`src/rtl/nn_layer_sequencer.sv`:
```
// rtl/nn_layer_sequencer.sv - two-layer inference sequencer driving sigmoid_ALU
// Walks 8 hidden neurons over 36 image rows, then 10 output neurons over the stored hidden activations.
module nn_layer_sequencer #(
  parameter int N_HIDDEN = 8,
  parameter int N_OUTPUT = 10,
  parameter int IMG_ROWS = 36,
  parameter int ALU_LAT  = 2
) (
  input  logic        clk,
  input  logic        rst,
  input  logic        start,
  output logic [5:0]  img_addr,
  input  logic [15:0] img_row,
  output logic [8:0]  w_addr,
  input  logic [15:0] w_row,
  output logic [4:0]  b_addr,
  input  logic [3:0]  b_data,
  output logic [15:0] alu_weights,
  output logic [15:0] alu_inputs,
  output logic [3:0]  alu_bias,
  output logic        alu_clear,
  output logic        alu_accumulate,
  input  logic [3:0]  alu_out,
  output logic        busy,
  output logic        done,
  output logic [3:0]  digit,
  output logic        digit_valid
);
  typedef enum logic [2:0] {
    S_IDLE, S_CLEAR, S_FETCH, S_LOAD, S_WAIT, S_ACCUM, S_CAPTURE, S_DONE
  } state_t;

  localparam logic [3:0] LAST_HID     = 4'(N_HIDDEN - 1);
  localparam logic [3:0] LAST_OUT     = 4'(N_OUTPUT - 1);
  localparam logic [5:0] LAST_ROW_HID = 6'(IMG_ROWS - 1);
  localparam logic [5:0] LAST_ROW_OUT = 6'd1;
  localparam logic [1:0] LAST_WAIT    = 2'(ALU_LAT - 1);
  localparam logic [8:0] ROWS_9       = 9'(IMG_ROWS);
  localparam logic [8:0] W_OUT_BASE   = 9'(N_HIDDEN * IMG_ROWS);
  localparam logic [4:0] B_OUT_BASE   = 5'(N_HIDDEN);

  state_t                state_q, state_d;
  logic                  layer_q, layer_d;
  logic [3:0]            neuron_q, neuron_d;
  logic [5:0]            row_q, row_d;
  logic [1:0]            wait_cnt_q, wait_cnt_d;
  logic [N_HIDDEN*4-1:0] h_q, h_d;
  logic [3:0]            max_q, max_d, idx_q, idx_d;
  logic [3:0]            digit_q, digit_d;
  logic                  digit_valid_q, digit_valid_d;
  logic [5:0]            img_addr_q, img_addr_d;
  logic [8:0]            w_addr_q, w_addr_d;
  logic [4:0]            b_addr_q, b_addr_d;
  logic [15:0]           alu_weights_q, alu_weights_d;
  logic [15:0]           alu_inputs_q, alu_inputs_d;
  logic [3:0]            alu_bias_q, alu_bias_d;
  logic                  last_row;

  assign last_row = (row_q == (layer_q ? LAST_ROW_OUT : LAST_ROW_HID));

  always_ff @(posedge clk) begin
    if (rst) begin
      state_q       <= S_IDLE;
      layer_q       <= 1'b0;
      neuron_q      <= '0;
      row_q         <= '0;
      wait_cnt_q    <= '0;
      h_q           <= '0;
      max_q         <= '0;
      idx_q         <= '0;
      digit_q       <= '0;
      digit_valid_q <= 1'b0;
      img_addr_q    <= '0;
      w_addr_q      <= '0;
      b_addr_q      <= '0;
      alu_weights_q <= '0;
      alu_inputs_q  <= '0;
      alu_bias_q    <= '0;
    end else begin
      state_q       <= state_d;
      layer_q       <= layer_d;
      neuron_q      <= neuron_d;
      row_q         <= row_d;
      wait_cnt_q    <= wait_cnt_d;
      h_q           <= h_d;
      max_q         <= max_d;
      idx_q         <= idx_d;
      digit_q       <= digit_d;
      digit_valid_q <= digit_valid_d;
      img_addr_q    <= img_addr_d;
      w_addr_q      <= w_addr_d;
      b_addr_q      <= b_addr_d;
      alu_weights_q <= alu_weights_d;
      alu_inputs_q  <= alu_inputs_d;
      alu_bias_q    <= alu_bias_d;
    end
  end

  always_comb begin
    state_d = state_q;
    case (state_q)
      S_IDLE:    if (start) state_d = S_CLEAR;
      S_CLEAR:   state_d = S_FETCH;
      S_FETCH:   state_d = S_LOAD;
      S_LOAD:    state_d = S_WAIT;
      S_WAIT:    if (wait_cnt_q == LAST_WAIT) state_d = S_ACCUM;
      S_ACCUM:   state_d = last_row ? S_CAPTURE : S_FETCH;
      S_CAPTURE: state_d = (layer_q && neuron_q == LAST_OUT) ? S_DONE : S_CLEAR;
      S_DONE:    state_d = S_IDLE;
      default:   state_d = S_IDLE;
    endcase
  end

  always_comb begin
    layer_d       = layer_q;
    neuron_d      = neuron_q;
    row_d         = row_q;
    wait_cnt_d    = wait_cnt_q;
    h_d           = h_q;
    max_d         = max_q;
    idx_d         = idx_q;
    digit_d       = digit_q;
    digit_valid_d = digit_valid_q;
    img_addr_d    = img_addr_q;
    w_addr_d      = w_addr_q;
    b_addr_d      = b_addr_q;
    alu_weights_d = alu_weights_q;
    alu_inputs_d  = alu_inputs_q;
    alu_bias_d    = alu_bias_q;
    case (state_q)
      S_IDLE: if (start) begin
        layer_d       = 1'b0;
        neuron_d      = '0;
        h_d           = '0;
        max_d         = '0;
        idx_d         = '0;
        digit_d       = '0;
        digit_valid_d = 1'b0;
      end
      S_CLEAR: row_d = '0;
      // Bias was addressed in CLEAR, so it arrives during the neuron's first FETCH.
      S_FETCH: if (row_q == '0) alu_bias_d = b_data;
      S_LOAD: begin
        alu_weights_d = w_row;
        alu_inputs_d  = layer_q ? (row_q[0] ? h_q[31:16] : h_q[15:0]) : img_row;
        wait_cnt_d    = '0;
      end
      S_WAIT:  wait_cnt_d = wait_cnt_q + 2'd1;
      S_ACCUM: if (!last_row) row_d = row_q + 6'd1;
      S_CAPTURE: begin
        if (!layer_q) begin
          h_d[{neuron_q[2:0], 2'b00} +: 4] = alu_out;
          if (neuron_q == LAST_HID) begin
            layer_d  = 1'b1;
            neuron_d = '0;
          end else begin
            neuron_d = neuron_q + 4'd1;
          end
        end else begin
          // Strict compare so a tie keeps the lower neuron index.
          if (alu_out > max_q) begin
            max_d = alu_out;
            idx_d = neuron_q;
          end
          if (neuron_q != LAST_OUT) neuron_d = neuron_q + 4'd1;
        end
      end
      default: ;
    endcase

    // Addresses are registered on entry so they are stable for the whole target state.
    if (state_d == S_CLEAR)
      b_addr_d = layer_d ? (B_OUT_BASE + {1'b0, neuron_d}) : {1'b0, neuron_d};
    if (state_d == S_FETCH) begin
      img_addr_d = row_d;
      w_addr_d   = layer_d ? (W_OUT_BASE + {4'd0, neuron_d, 1'b0} + {8'd0, row_d[0]})
                           : ({5'd0, neuron_d} * ROWS_9 + {3'd0, row_d});
    end
    if (state_d == S_DONE) begin
      digit_d       = idx_d;
      digit_valid_d = 1'b1;
    end
  end

  always_comb begin
    alu_clear      = (state_q == S_CLEAR);
    alu_accumulate = (state_q == S_ACCUM);
    busy           = (state_q != S_IDLE) && (state_q != S_DONE);
    done           = (state_q == S_DONE);
  end

  assign img_addr    = img_addr_q;
  assign w_addr      = w_addr_q;
  assign b_addr      = b_addr_q;
  assign alu_weights = alu_weights_q;
  assign alu_inputs  = alu_inputs_q;
  assign alu_bias    = alu_bias_q;
  assign digit       = digit_q;
  assign digit_valid = digit_valid_q;

endmodule

```
`config.mk`:
```
export PLATFORM = sky130hd
export DESIGN_NAME = nn_layer_sequencer
export DESIGN_NICKNAME = d
export VERILOG_FILES = /design/src/rtl/nn_layer_sequencer.sv
export SDC_FILE = /design/constraint.sdc
export NUM_CORES = 1
export LEC_CHECK = 0
export ABC_AREA = 1
export ABC_CLOCK_PERIOD_IN_PS = 2600
export CAP_MARGIN = 0
export CORE_AREA = 2 2 144 90
export DETAILED_ROUTE_END_ITERATION = 16
export DIE_AREA = 0 0 146 92
export GPL_TIMING_DRIVEN = 0
export MAX_ROUTING_LAYER = met4
export PLACE_DENSITY = 0.75
export SYNTH_ARGS = -nofsm -noshare
export SYNTH_HDL_FRONTEND = slang
export SYNTH_SLANG_ARGS = --single-unit
```
`constraint.sdc`:
```
create_clock -name clk -period 2.6 [get_ports clk]
set_clock_uncertainty 0.2 [all_clocks]
set_input_delay 0.52 -clock clk [delete_from_list [all_inputs] [get_ports clk]]
set_output_delay 0.52 -clock clk [all_outputs]
set_load 0.05 [all_outputs]
```
==> results.ini <==
[run_status]
outcome = finished, violations left
failed_checks = negative setup slack

[global_routing]
first_global_vias = 5453
grt_use_total_pct = 27.4
grt_max_degree = 17
grt_overflow = 0
grt_pass1_wl_mm = 28.2
antenna_found_initial = 0

[cells_and_area]
regArea_sq_mm = 0.00234
n_fill_cell = 1046
layout-drive-gt1-share_pct = 15.8
final_nets = 1019
syn_to_final_growth_pct = 42.0
multi_input_area_sq_mm = 0.00305
design_area_sq_mm = 0.00793

[logic_synthesis]
ys_seq_elements = 116
synth-compound-area-share_pct = 15.7
yosysSeqAreaShare_pct = 41.6
netlist-cell-type-count = 32
synthMuxAreaShare_pct = 0
synthSimpleGateAreaFrac_pct = 30.0
synthCells = 807
synth_top_family_by_area = simple AND/OR/NAND/NOR gates
synth_top_area_share_pct = 41.6
syn_area_sq_mm = 0.00558
synth_top_area_cell = dfxtp_1
synthAdderAreaFrac_pct = 4.17
synth_warnings = 0
ys_top_cells_by_area = dfxtp_1 42%, nand2_1 11%, nor2_1 8.7%, a21oi_1 8.3%, o21ai_0 5.8%
synthXorXnorAreaFrac_pct = 0.784
synth_area_per_cell_sq_um = 6.92
syn_nets = 868

[routing]
vias = 6042
wire_per_inst_um = 15.9
drt-met1-wl_mm = 8.56
wl_met2_mm = 7.59
totalWireLength_mm = 18.2
top_layer_used = met4
drt_pre_antenna_iters = 6
drc = 0
postRouteAntennaNets = 0
met3_length_mm = 1.87
drtIter0Drc = 627
vias_per_cell = 5.29

[die]
coreArea_sq_mm = 0.0123
die_area_sq_mm = 0.0134
initial_core_util_pct = 45.3
rows = 32
die_w_um = 146
die_h_um = 92
pin_count = 108

[placement]
dpl.hpwl_mm = 12.5
placed_area_sq_mm = 0.00688
port_buffers = 107
gp_congestion = 0.933

[clock_network]
cts_tree = done
postCtsHoldBufs = 0
htreeDepth = 4
cts_made_buffers = 17
clk_pin_slew_ps = 60
clk_latency_ps = 410
cts_max_path_buffers = 2
cts_num_sinks = 116
root_buffer = clkbuf_16

[min_path]
hp-class = register to register

[sta]
final_hold_viol_count = 0
finalWorstSetupSlack_ps = -94.2
drv_slew = 0
period_needed_ps = 2690
setup-violations-final = 3
grt_setup_unrepaired = yes
max_slew_margin_pct = 48.5
clock.fmax_ghz = 0.371
hold_slack_ps = 251
period_share_pct = 104
tightest_slew_ps = 772

[critical_path]
crit_arrival_ps = 2810
end_kind = register
critPathKind = register to register
crit_required_ps = 2710
critPathLaunchType = register
path_max_fanout = 4

[pwr]
p_int_uw = 3580
swShare_pct = 30.1
power_leakage_uw = 0.00319
seqPwrFrac_pct = 37.1
ir_drop_mv = 0.474
power.switching_uw = 1540
power_frac_comb_pct = 16.8
clock_power_share_pct = 46.1
powerDensity_mw_per_mm2 = 645
totalPowerFinal_uw = 5120

[run]
maxCapViolations = 0

[worst max-delay path, cell delays in order, from the launching register on]
cell and delay (ps):
dfxtp_4 400, ha_4 160, nand2_2 60, nor2_2 140, nand2_2 100, nand2_2 120
nor2_2 60, nor2_4 180, nor2_4 60, ha_4 160, ha_4 270, nand2_2 60
nor2_1 100, nand2_1 70, nand2_1 70, nand2_1 60, nand2_2 90, inv_2 30
nand2_1 40, nand3_1 70, nand2_1 60, inv_1 30
[cells by family (layout without fill, tap and decap cells)]
logic type / after synthesis / in the layout
AOI/OAI and AO/OA: 172 / 172
and+or+nand+nor: 387 / 387
xor gates and xnor gates: 5 / 5
adders and majority gates: 18 / 18
buffers and inverters: 109 / 273
DFF: 116 / 116
other: 0 / 1
[repair_timing]
action	in CTS	in global routing
endpoints found under the setup margin	10	7
gates resized for setup	45	43
pin swaps	8	25
buffers inserted	11	14
cloned	0	0
[sequential cells by signal (all words and copies together), names as in the netlist]
name / flops
alu_bias: 4
alu_inputs: 16
alu_weights: 16
b_addr: 5
digit: 4
digit_valid: 1
h_q: 32
idx_q: 4
img_addr: 6
layer_q: 1
max_q: 4
neuron_q: 4
row_q: 6
state_q: 3
w_addr: 8
wait_cnt_q: 2
[layout by cell type (no fill, tap or decap), types with 8 or more instances in the layout]
cell type / n
ha_1: 8
clkbuf_16: 17
nand2_1: 156
o21ai_1: 10
nand2_2: 17
buf_4: 26
a21oi_1: 93
clkdlybuf4s50_1: 102
o21ai_0: 62
nor2_1: 122
inv_1: 59
dfxtp_1: 109
clkbuf_1: 21
inv_2: 14
nand3_1: 52
[power groups by stage]
stage | clock, uW | sequential, uW | combinational, uW
after CTS | 2370 | 1900 | 835
final | 2360 | 1900 | 861
after global placement | 0 | 1930 | 814
after global routing | 2460 | 1910 | 918
after detailed placement | 0 | 1940 | 820
after floorplan | 0 | 2140 | 318
[stage by stage]
step                utilization (%)  setup TNS [ps]  setup WS (ps)  std cells
floorplan                         -               0           12.4        807
global placement               55.8           -3970           -717       1084
detailed placement             55.8           -4240           -729       1084
CTS                            62.3           -6.90          -6.90       1127
global route                   64.3            -748           -239       1141
finish                         64.3            -157          -94.2       1142
[per-layer routing]
layer,up-vias,global-route usage (%)
met5,-,-
met4,0,7.52
met3,17,6.87
met2,296,37.5
met1,2797,39.9
li1,2932,-
[path summary, 6_finish.rpt]
path                                   from   endpoint  slack [ps]  cells past startpoint
worst max-delay path            neuron_q[0]  w_addr[8]         -90                     21
worst min-delay path               digit[0]   digit[0]         250                      2
worst max register to register  neuron_q[0]  w_addr[8]         -90                     21
worst min register to register     digit[0]   digit[0]         250                      2
[cell usage after synthesis]
| cell type | instances |
|---|---|
| a21oi_1 | 93 |
| buf_1 | 1 |
| buf_2 | 5 |
| buf_4 | 3 |
| buf_6 | 1 |
| clkbuf_1 | 21 |
| clkinv_1 | 1 |
| dfxtp_1 | 116 |
| fa_1 | 1 |
| ha_1 | 17 |
| inv_1 | 69 |
| inv_2 | 8 |
| nand2_1 | 170 |
| nand2_2 | 6 |
| nand3_1 | 56 |
| nand3_2 | 3 |
| nand3_4 | 2 |
| nand3b_1 | 1 |
| nand4_1 | 6 |
| nor2_1 | 129 |
| nor2_2 | 2 |
| nor2_4 | 4 |
| nor3_1 | 5 |
| nor3_2 | 1 |
| nor3_4 | 2 |
| o21ai_0 | 65 |
| o21ai_1 | 9 |
| o21ai_2 | 3 |
| o22ai_1 | 1 |
| o31ai_1 | 1 |
| xnor2_1 | 1 |
| xor2_1 | 4 |
[cell type report]
type / count / share of cell area, %
inverters: 78 / 3.91
multi-input cells: 582 / 38.4
plain buffers: 31 / 2.08
well taps: 170 / 2.68
repair buffers: 132 / 15.8
diodes: 1 / 0.0316
flip-flops and latches: 116 / 29.6
clock buffers: 17 / 5.37
clock inverters: 15 / 2.16
No activity file was read; power rests on OpenSTA's default activity.
